**src/rtl/combo_lock_ctrl.sv**
```systemverilog
// Combination-lock sequencing FSM: digit entry and compare, failure counting, alarm hold,
// timed open state with relock, and password change through a shadow buffer.
module combo_lock_ctrl #(
  parameter int                          DIGITS      = 4,
  parameter int                          DIGIT_W     = 4,
  parameter int                          MAX_FAILS   = 3,
  parameter int                          OPEN_TICKS  = 50000000,
  parameter int                          ALARM_TICKS = 100000000,
  parameter logic [DIGITS*DIGIT_W-1:0]   DEFAULT_PW  = 16'h1234
) (
  input  logic                             clk,
  input  logic                             reset,
  input  logic [DIGIT_W-1:0]               digit_in,
  input  logic                             digit_valid,
  input  logic                             clear,
  input  logic                             set_pw,
  input  logic                             lock,
  output logic [2:0]                       state,
  output logic [$clog2(MAX_FAILS+1)-1:0]   fail_count,
  output logic                             unlocked
);

  localparam int FC_W   = $clog2(MAX_FAILS + 1);
  localparam int IDX_W  = (DIGITS > 1) ? $clog2(DIGITS) : 1;
  localparam int T_MAX  = (OPEN_TICKS > ALARM_TICKS) ? OPEN_TICKS : ALARM_TICKS;
  localparam int TMR_W  = $clog2(T_MAX + 1);

  localparam logic [TMR_W-1:0] OPEN_LOAD  = TMR_W'(OPEN_TICKS - 1);
  localparam logic [TMR_W-1:0] ALARM_LOAD = TMR_W'(ALARM_TICKS - 1);
  localparam logic [FC_W-1:0]  FC_MAX     = FC_W'(MAX_FAILS);
  localparam logic [IDX_W-1:0] IDX_LAST   = IDX_W'(DIGITS - 1);

  typedef enum logic [2:0] {
    S_IDLE  = 3'b000,
    S_ENTRY = 3'b001,
    S_ALARM = 3'b010,
    S_NEWPW = 3'b011,
    S_OPEN  = 3'b100
  } state_t;

  typedef logic [DIGITS-1:0][DIGIT_W-1:0] pw_t;

  state_t           r_state, w_state_next;
  logic [IDX_W-1:0] r_idx, w_idx_next;
  logic             r_mis, w_mis_next;
  logic [FC_W-1:0]  r_fail, w_fail_next;
  logic [TMR_W-1:0] r_timer, w_timer_next;
  pw_t              r_pw, w_pw_next;
  pw_t              r_shadow, w_shadow_next;
  logic             r_unlocked;

  logic             w_digit_mis;
  logic             w_eval;
  logic             w_eval_mis;

  assign w_digit_mis = (digit_in != r_pw[r_idx]);

  always_comb begin
    w_state_next  = r_state;
    w_idx_next    = r_idx;
    w_mis_next    = r_mis;
    w_fail_next   = r_fail;
    w_timer_next  = r_timer;
    w_pw_next     = r_pw;
    w_shadow_next = r_shadow;
    w_eval        = 1'b0;
    w_eval_mis    = 1'b0;

    case (r_state)
      S_IDLE: begin
        if (clear) begin
          w_idx_next = '0;
          w_mis_next = 1'b0;
        end else if (digit_valid) begin
          if (DIGITS == 1) begin
            w_eval     = 1'b1;
            w_eval_mis = w_digit_mis;
          end else begin
            w_state_next = S_ENTRY;
            w_idx_next   = IDX_W'(1);
            w_mis_next   = w_digit_mis;
          end
        end
      end
      S_ENTRY: begin
        if (clear) begin
          w_state_next = S_IDLE;
          w_idx_next   = '0;
          w_mis_next   = 1'b0;
        end else if (digit_valid) begin
          if (r_idx == IDX_LAST) begin
            w_eval     = 1'b1;
            w_eval_mis = r_mis | w_digit_mis;
          end else begin
            w_idx_next = r_idx + IDX_W'(1);
            w_mis_next = r_mis | w_digit_mis;
          end
        end
      end
      S_OPEN: begin
        if (lock) begin
          w_state_next = S_IDLE;
        end else if (set_pw) begin
          w_state_next = S_NEWPW;
          w_idx_next   = '0;
        end else if (r_timer == '0) begin
          w_state_next = S_IDLE;
        end else begin
          w_timer_next = r_timer - TMR_W'(1);
        end
      end
      S_NEWPW: begin
        if (lock) begin
          w_state_next = S_IDLE;
          w_idx_next   = '0;
        end else if (clear) begin
          w_state_next = S_OPEN;
          w_timer_next = OPEN_LOAD;
          w_idx_next   = '0;
        end else if (digit_valid) begin
          // New passwords are keyed most-significant digit first, as the value reads in hex.
          w_shadow_next[IDX_LAST - r_idx] = digit_in;
          if (r_idx == IDX_LAST) begin
            w_pw_next    = w_shadow_next;
            w_state_next = S_OPEN;
            w_timer_next = OPEN_LOAD;
            w_idx_next   = '0;
          end else begin
            w_idx_next = r_idx + IDX_W'(1);
          end
        end
      end
      S_ALARM: begin
        if (r_timer == '0) begin
          w_state_next = S_IDLE;
          w_fail_next  = '0;
        end else begin
          w_timer_next = r_timer - TMR_W'(1);
        end
      end
      default: begin
        w_state_next = S_IDLE;
        w_idx_next   = '0;
        w_mis_next   = 1'b0;
      end
    endcase

    if (w_eval) begin
      w_idx_next = '0;
      w_mis_next = 1'b0;
      if (!w_eval_mis) begin
        w_state_next = S_OPEN;
        w_fail_next  = '0;
        w_timer_next = OPEN_LOAD;
      end else if ((r_fail + FC_W'(1)) == FC_MAX) begin
        w_state_next = S_ALARM;
        w_fail_next  = FC_MAX;
        w_timer_next = ALARM_LOAD;
      end else begin
        w_state_next = S_IDLE;
        w_fail_next  = r_fail + FC_W'(1);
      end
    end
  end

  always_ff @(posedge clk) begin
    if (reset) begin
      r_state    <= S_IDLE;
      r_idx      <= '0;
      r_mis      <= 1'b0;
      r_fail     <= '0;
      r_timer    <= '0;
      r_pw       <= DEFAULT_PW;
      r_shadow   <= '0;
      r_unlocked <= 1'b0;
    end else begin
      r_state    <= w_state_next;
      r_idx      <= w_idx_next;
      r_mis      <= w_mis_next;
      r_fail     <= w_fail_next;
      r_timer    <= w_timer_next;
      r_pw       <= w_pw_next;
      r_shadow   <= w_shadow_next;
      r_unlocked <= (w_state_next == S_OPEN);
    end
  end

  assign state      = r_state;
  assign fail_count = r_fail;
  assign unlocked   = r_unlocked;

endmodule

```
**config.mk**
```make
export PLATFORM = sky130hd
export DESIGN_NAME = combo_lock_ctrl
export DESIGN_NICKNAME = d
export VERILOG_FILES = /design/src/rtl/combo_lock_ctrl.sv
export SDC_FILE = /design/constraint.sdc
export NUM_CORES = 1
export LEC_CHECK = 0
export ABC_CLOCK_PERIOD_IN_PS = 6510
export CAP_MARGIN = 30
export CORE_ASPECT_RATIO = 1.2
export CORE_MARGIN = 2
export CORE_UTILIZATION = 41
export DETAILED_ROUTE_END_ITERATION = 8
export PLACE_DENSITY = 0.6
export SLEW_MARGIN = 5
export SYNTH_ARGS = -nofsm -noshare
export SYNTH_HDL_FRONTEND = slang
export SYNTH_SLANG_ARGS = --single-unit
```
**constraint.sdc**
```tcl
create_clock -name clk -period 6.51 [get_ports clk]
set_input_delay 1.953 -clock clk [delete_from_list [all_inputs] [get_ports clk]]
set_output_delay 1.953 -clock clk [all_outputs]
set_load 0.01 [all_outputs]
```
==> impl_metrics.csv <==
group,metric,value,unit
logic_synthesis,synthDominantCellAreaShare,37.2,%
worst_setup_path,cp-start-kind,"input pin",
clocking,post_cts_resize_count,0,
drt,detailroute.via_count,3365,
logic_synthesis,ys_ff_latch,68,
timing,timing.final.hold_violations,0,
grt,grt_pass1_vias,3196,
timing,clock_skew,0.00836,ns
place,placed_area,3880,um^2
logic_synthesis,synthXorXnorAreaFrac,3.11,%
logic_synthesis,synth.lib_cells_used.distinct,52,
timing,finalMaxSlewViolations,0,
finish,post_route_cells_drive_above_1_share,8.22,%
clocking,cts_num_sinks,68,
hold_path,hold_path.class,"reg -> reg",
logic_synthesis,main_combinational_cell_family_by_area_after_synthesis,"simple AND/OR/NAND/NOR gates",
logic_synthesis,netlist_area,3660,um^2
pwr,pwr-share-comb,5.2,%
clocking,post-cts-setup-buffer-count,0,
logic_synthesis,most_instantiated_library_cell_after_synthesis,"dfxtp_1",
logic_synthesis,yosysWarningCount,0,
timing,layout_worst_path_cycle_share,67.9,%
clocking,holdBufCountCts,0,
drt,drtIter0Drc,174,
worst_setup_path,worst-r2r-setup-slack,3.60,ns
place,port-buffer-count,15,
flow_run,maxCapViolCount,0,
logic_synthesis,postSynthNetCount,460,
logic_synthesis,yosys-top-cells-area,"dfxtp_1 37%, mux2i_1 6.3%, a21oi_1 5.7%",
worst_setup_path,timing.rr.start,"r_timer[0]$_SDFF_PP0_",
grt,grt_antenna_before_repair,0,
die,die-width,90.3,um
pwr,cell_internal_pwr,620,uW
clocking,clockRootBuffer,"clkbuf_8",
drt,drc,0,
timing,timing.slew.headroom,29.3,%
finish,synthToLayoutAreaGrowth,11.3,%
logic_synthesis,yosys_most_used_dff,"dfxtp_1",
timing,fin_crit,4.42,ns
worst_setup_path,r2r.worst_path.cells,8,
die,die_y,108,um
logic_synthesis,synth-compound-area-share,19.2,%
hold_path,worst_hold_startpoint,"r_shadow[8]$_SDFFE_PP0P_",
logic_synthesis,post_synthesis_share_of_cell_area_spent_on_full_adders_half_adders_and_majority_gates,2.39,%
timing,setup_tns,0,ns
place,detailedPlacementHpwl,6520,um
logic_synthesis,syn-mean-instance-area,8.27,um^2
drt,drt-pass1-iter-count,5,
pwr,ir_drop,0.000143,V
grt,grt_util_all_layers,19.6,%
timing,finalWorstSetupSlack,2.09,ns
pwr,power.net_switching,203,uW
finish,n_antenna_cell,0,
worst_setup_path,timing.critical_path.arrival,4.70,ns
logic_synthesis,synth_edf_count,0,
logic_synthesis,async_reset_ff_share,0,%
finish,nNetsFinal,462,
timing,rsz0062_at_grt,"no",
die,design.core.area,8610,um^2
finish,multi_input_comb_area,2160,um^2
pwr,p_sw_share,24.7,%
worst_setup_path,end_kind,"register",
logic_synthesis,synth_mux_area_share,9.36,%
finish,sequential_cell_area,1360,um^2
worst_setup_path,crit_required,6.79,ns
grt,first_pass_grt_wire_length,15300,um
clocking,tritoncts,"yes",
clocking,cts_inserted_buffers,9,
pwr,clkPwrFrac,43.8,%
logic_synthesis,post_synth_inst_count,443,
finish,final_design_area_no_fill,4080,um^2
hold_path,worstHoldPathCells,2,
clocking,path_clk_slew,0.07,ns
grt,grt_overflow,0,
pwr,leakage,0.00145,uW
place,detailedPlace.worstSlack,1.72,ns
drt,routed_wl,9400,um
drt,via_per_inst,5.93,
logic_synthesis,synthTopCellsByCount,"68 x dfxtp_1, 42 x a21oi_1, 41 x nand2_1",
worst_setup_path,worst-setup-path-type,"in -> reg",
timing,clock.fmax,0.226,GHz
die,initial_utilization,42.5,%
die,ios,16,
logic_synthesis,synth_top_cell_by_area,"dfxtp_1",
clocking,cts_max_level,3,
grt,grt_max_degree,59,
logic_synthesis,synth_seq_area_share,37.2,%
clocking,cts_max_path_buffers,2,
pwr,p_per_area,202,nW/um^2
finish,fillCellCount,850,
worst_setup_path,end_of_the_worst_register_to_register_path,"r_timer[7]$_SDFF_PP0_",
pwr,relative_contribution_of_sequential_cells_to_total_power,51.0,%
hold_path,holdPathEnd,"r_shadow[8]$_SDFFE_PP0P_",
timing,worst_slew_pin_slew,1.05,ns
place,gp_congestion,0.961,
drt,wl_per_cell,16.6,um
timing,setup_viol_count_final,0,
die,row_count,37,
die,die_area,9710,um^2
clocking,clkLatencyLatePin,0.35,ns
drt,antenna_left,0,
outcome,run_status,"complete, no violations",
worst_setup_path,cp_max_fo,13,
logic_synthesis,post_synth_and_or_nand_nor_area_fraction,24.9,%
-- critical path: stages --
cell	delay, ns
clkdlybuf4s50_1	0.52
nor4b_1	0.43
o21a_1	0.46
o21ai_1	0.44
nor4b_1	0.38
mux2_2	0.37
a21oi_1	0.13
-- worst max-delay path by stage --
stage | startpoint | to | cells after the start
2_1_floorplan | digit_in[3] | r_timer[8]$_SDFF_PP0_ | 6
3_3_place_gp | lock | r_timer[22]$_SDFF_PP0_ | 7
3_5_place_dp | lock | r_timer[22]$_SDFF_PP0_ | 7
4_1_cts | lock | r_timer[22]$_SDFF_PP0_ | 7
5_1_grt | lock | r_timer[22]$_SDFF_PP0_ | 7
6_report | lock | r_timer[22]$_SDFF_PP0_ | 7
-- cell usage in the layout (no fill, tap or decap), drive strengths merged, types with 3 or more instances in the layout --
| cell type | count |
|---|---|
| inv | 9 |
| mux2i | 23 |
| xnor2 | 10 |
| nor3 | 16 |
| a31oi | 10 |
| a21oi | 42 |
| nand3 | 24 |
| clkinv | 3 |
| or4 | 6 |
| o31ai | 3 |
| ha | 7 |
| nor2 | 38 |
| o22ai | 4 |
| buf | 5 |
| clkdlybuf4s50 | 14 |
| and3 | 6 |
| nor2b | 4 |
| xor2 | 3 |
| o21ai | 14 |
| nand2b | 3 |
| nand2 | 41 |
| nor4b | 4 |
| a311oi | 3 |
| dfxtp | 68 |
| nor4 | 12 |
| o211ai | 8 |
| a211oi | 12 |
| nand4 | 9 |
| mux4 | 4 |
| or3 | 7 |
| clkbuf | 10 |
| a31o | 4 |
-- sequential cells by signal, indices dropped and copies added, names as in the netlist --
| name | count |
|---|---|
| r_timer | 27 |
| r_pw | 16 |
| r_shadow | 16 |
| state | 3 |
| fail_count | 2 |
| r_idx | 2 |
| r_mis | 1 |
| unlocked | 1 |
-- area by class of cell --
type	instances	share of cell area, %
well taps	117	3.59
inverters	9	0.828
multi-input cells	338	53.0
clock inverters	6	1.56
repair buffers	19	4.29
flip-flops and latches	68	33.4
clock buffers	10	3.37
-- metal layers --
metal  part of all wire (%)  track usage, %  vias to the layer above
li1                       -               -                     1648
met1                     44            23.1                     1567
met2                     48            33.9                      121
met3                    4.8            3.01                       29
met4                    3.5            11.2                        0
met5                      0               0                        -
-- cell families after synthesis --
family          after synthesis
buf+inv                      37
fa+ha+maj                     7
simple gates                177
flops                        68
compound gates              112
xor+xnor                     13
mux                          29
-- per-stage QoR --
stage	hold WS, ns	power, uW	cells	util (%)
after global placement	0.443	472	551	45.0
final	0.454	823	567	47.4
after floorplan	0.436	458	443	-
after detailed placement	0.446	472	551	45.0
after CTS	0.457	830	567	47.4
after global routing	0.486	845	567	47.4
-- power groups by stage --
stage          Sequential [uW]  Combinational [uW]  Clock (uW)
3_3_place_gp               430                42.5           0
3_5_place_dp               430                42.4           0
2_1_floorplan              428                30.3           0
6_report                   420                42.6         361
4_1_cts                    420                42.6         368
5_1_grt                    421                46.3         378
(Power assumes the default switching activity.)
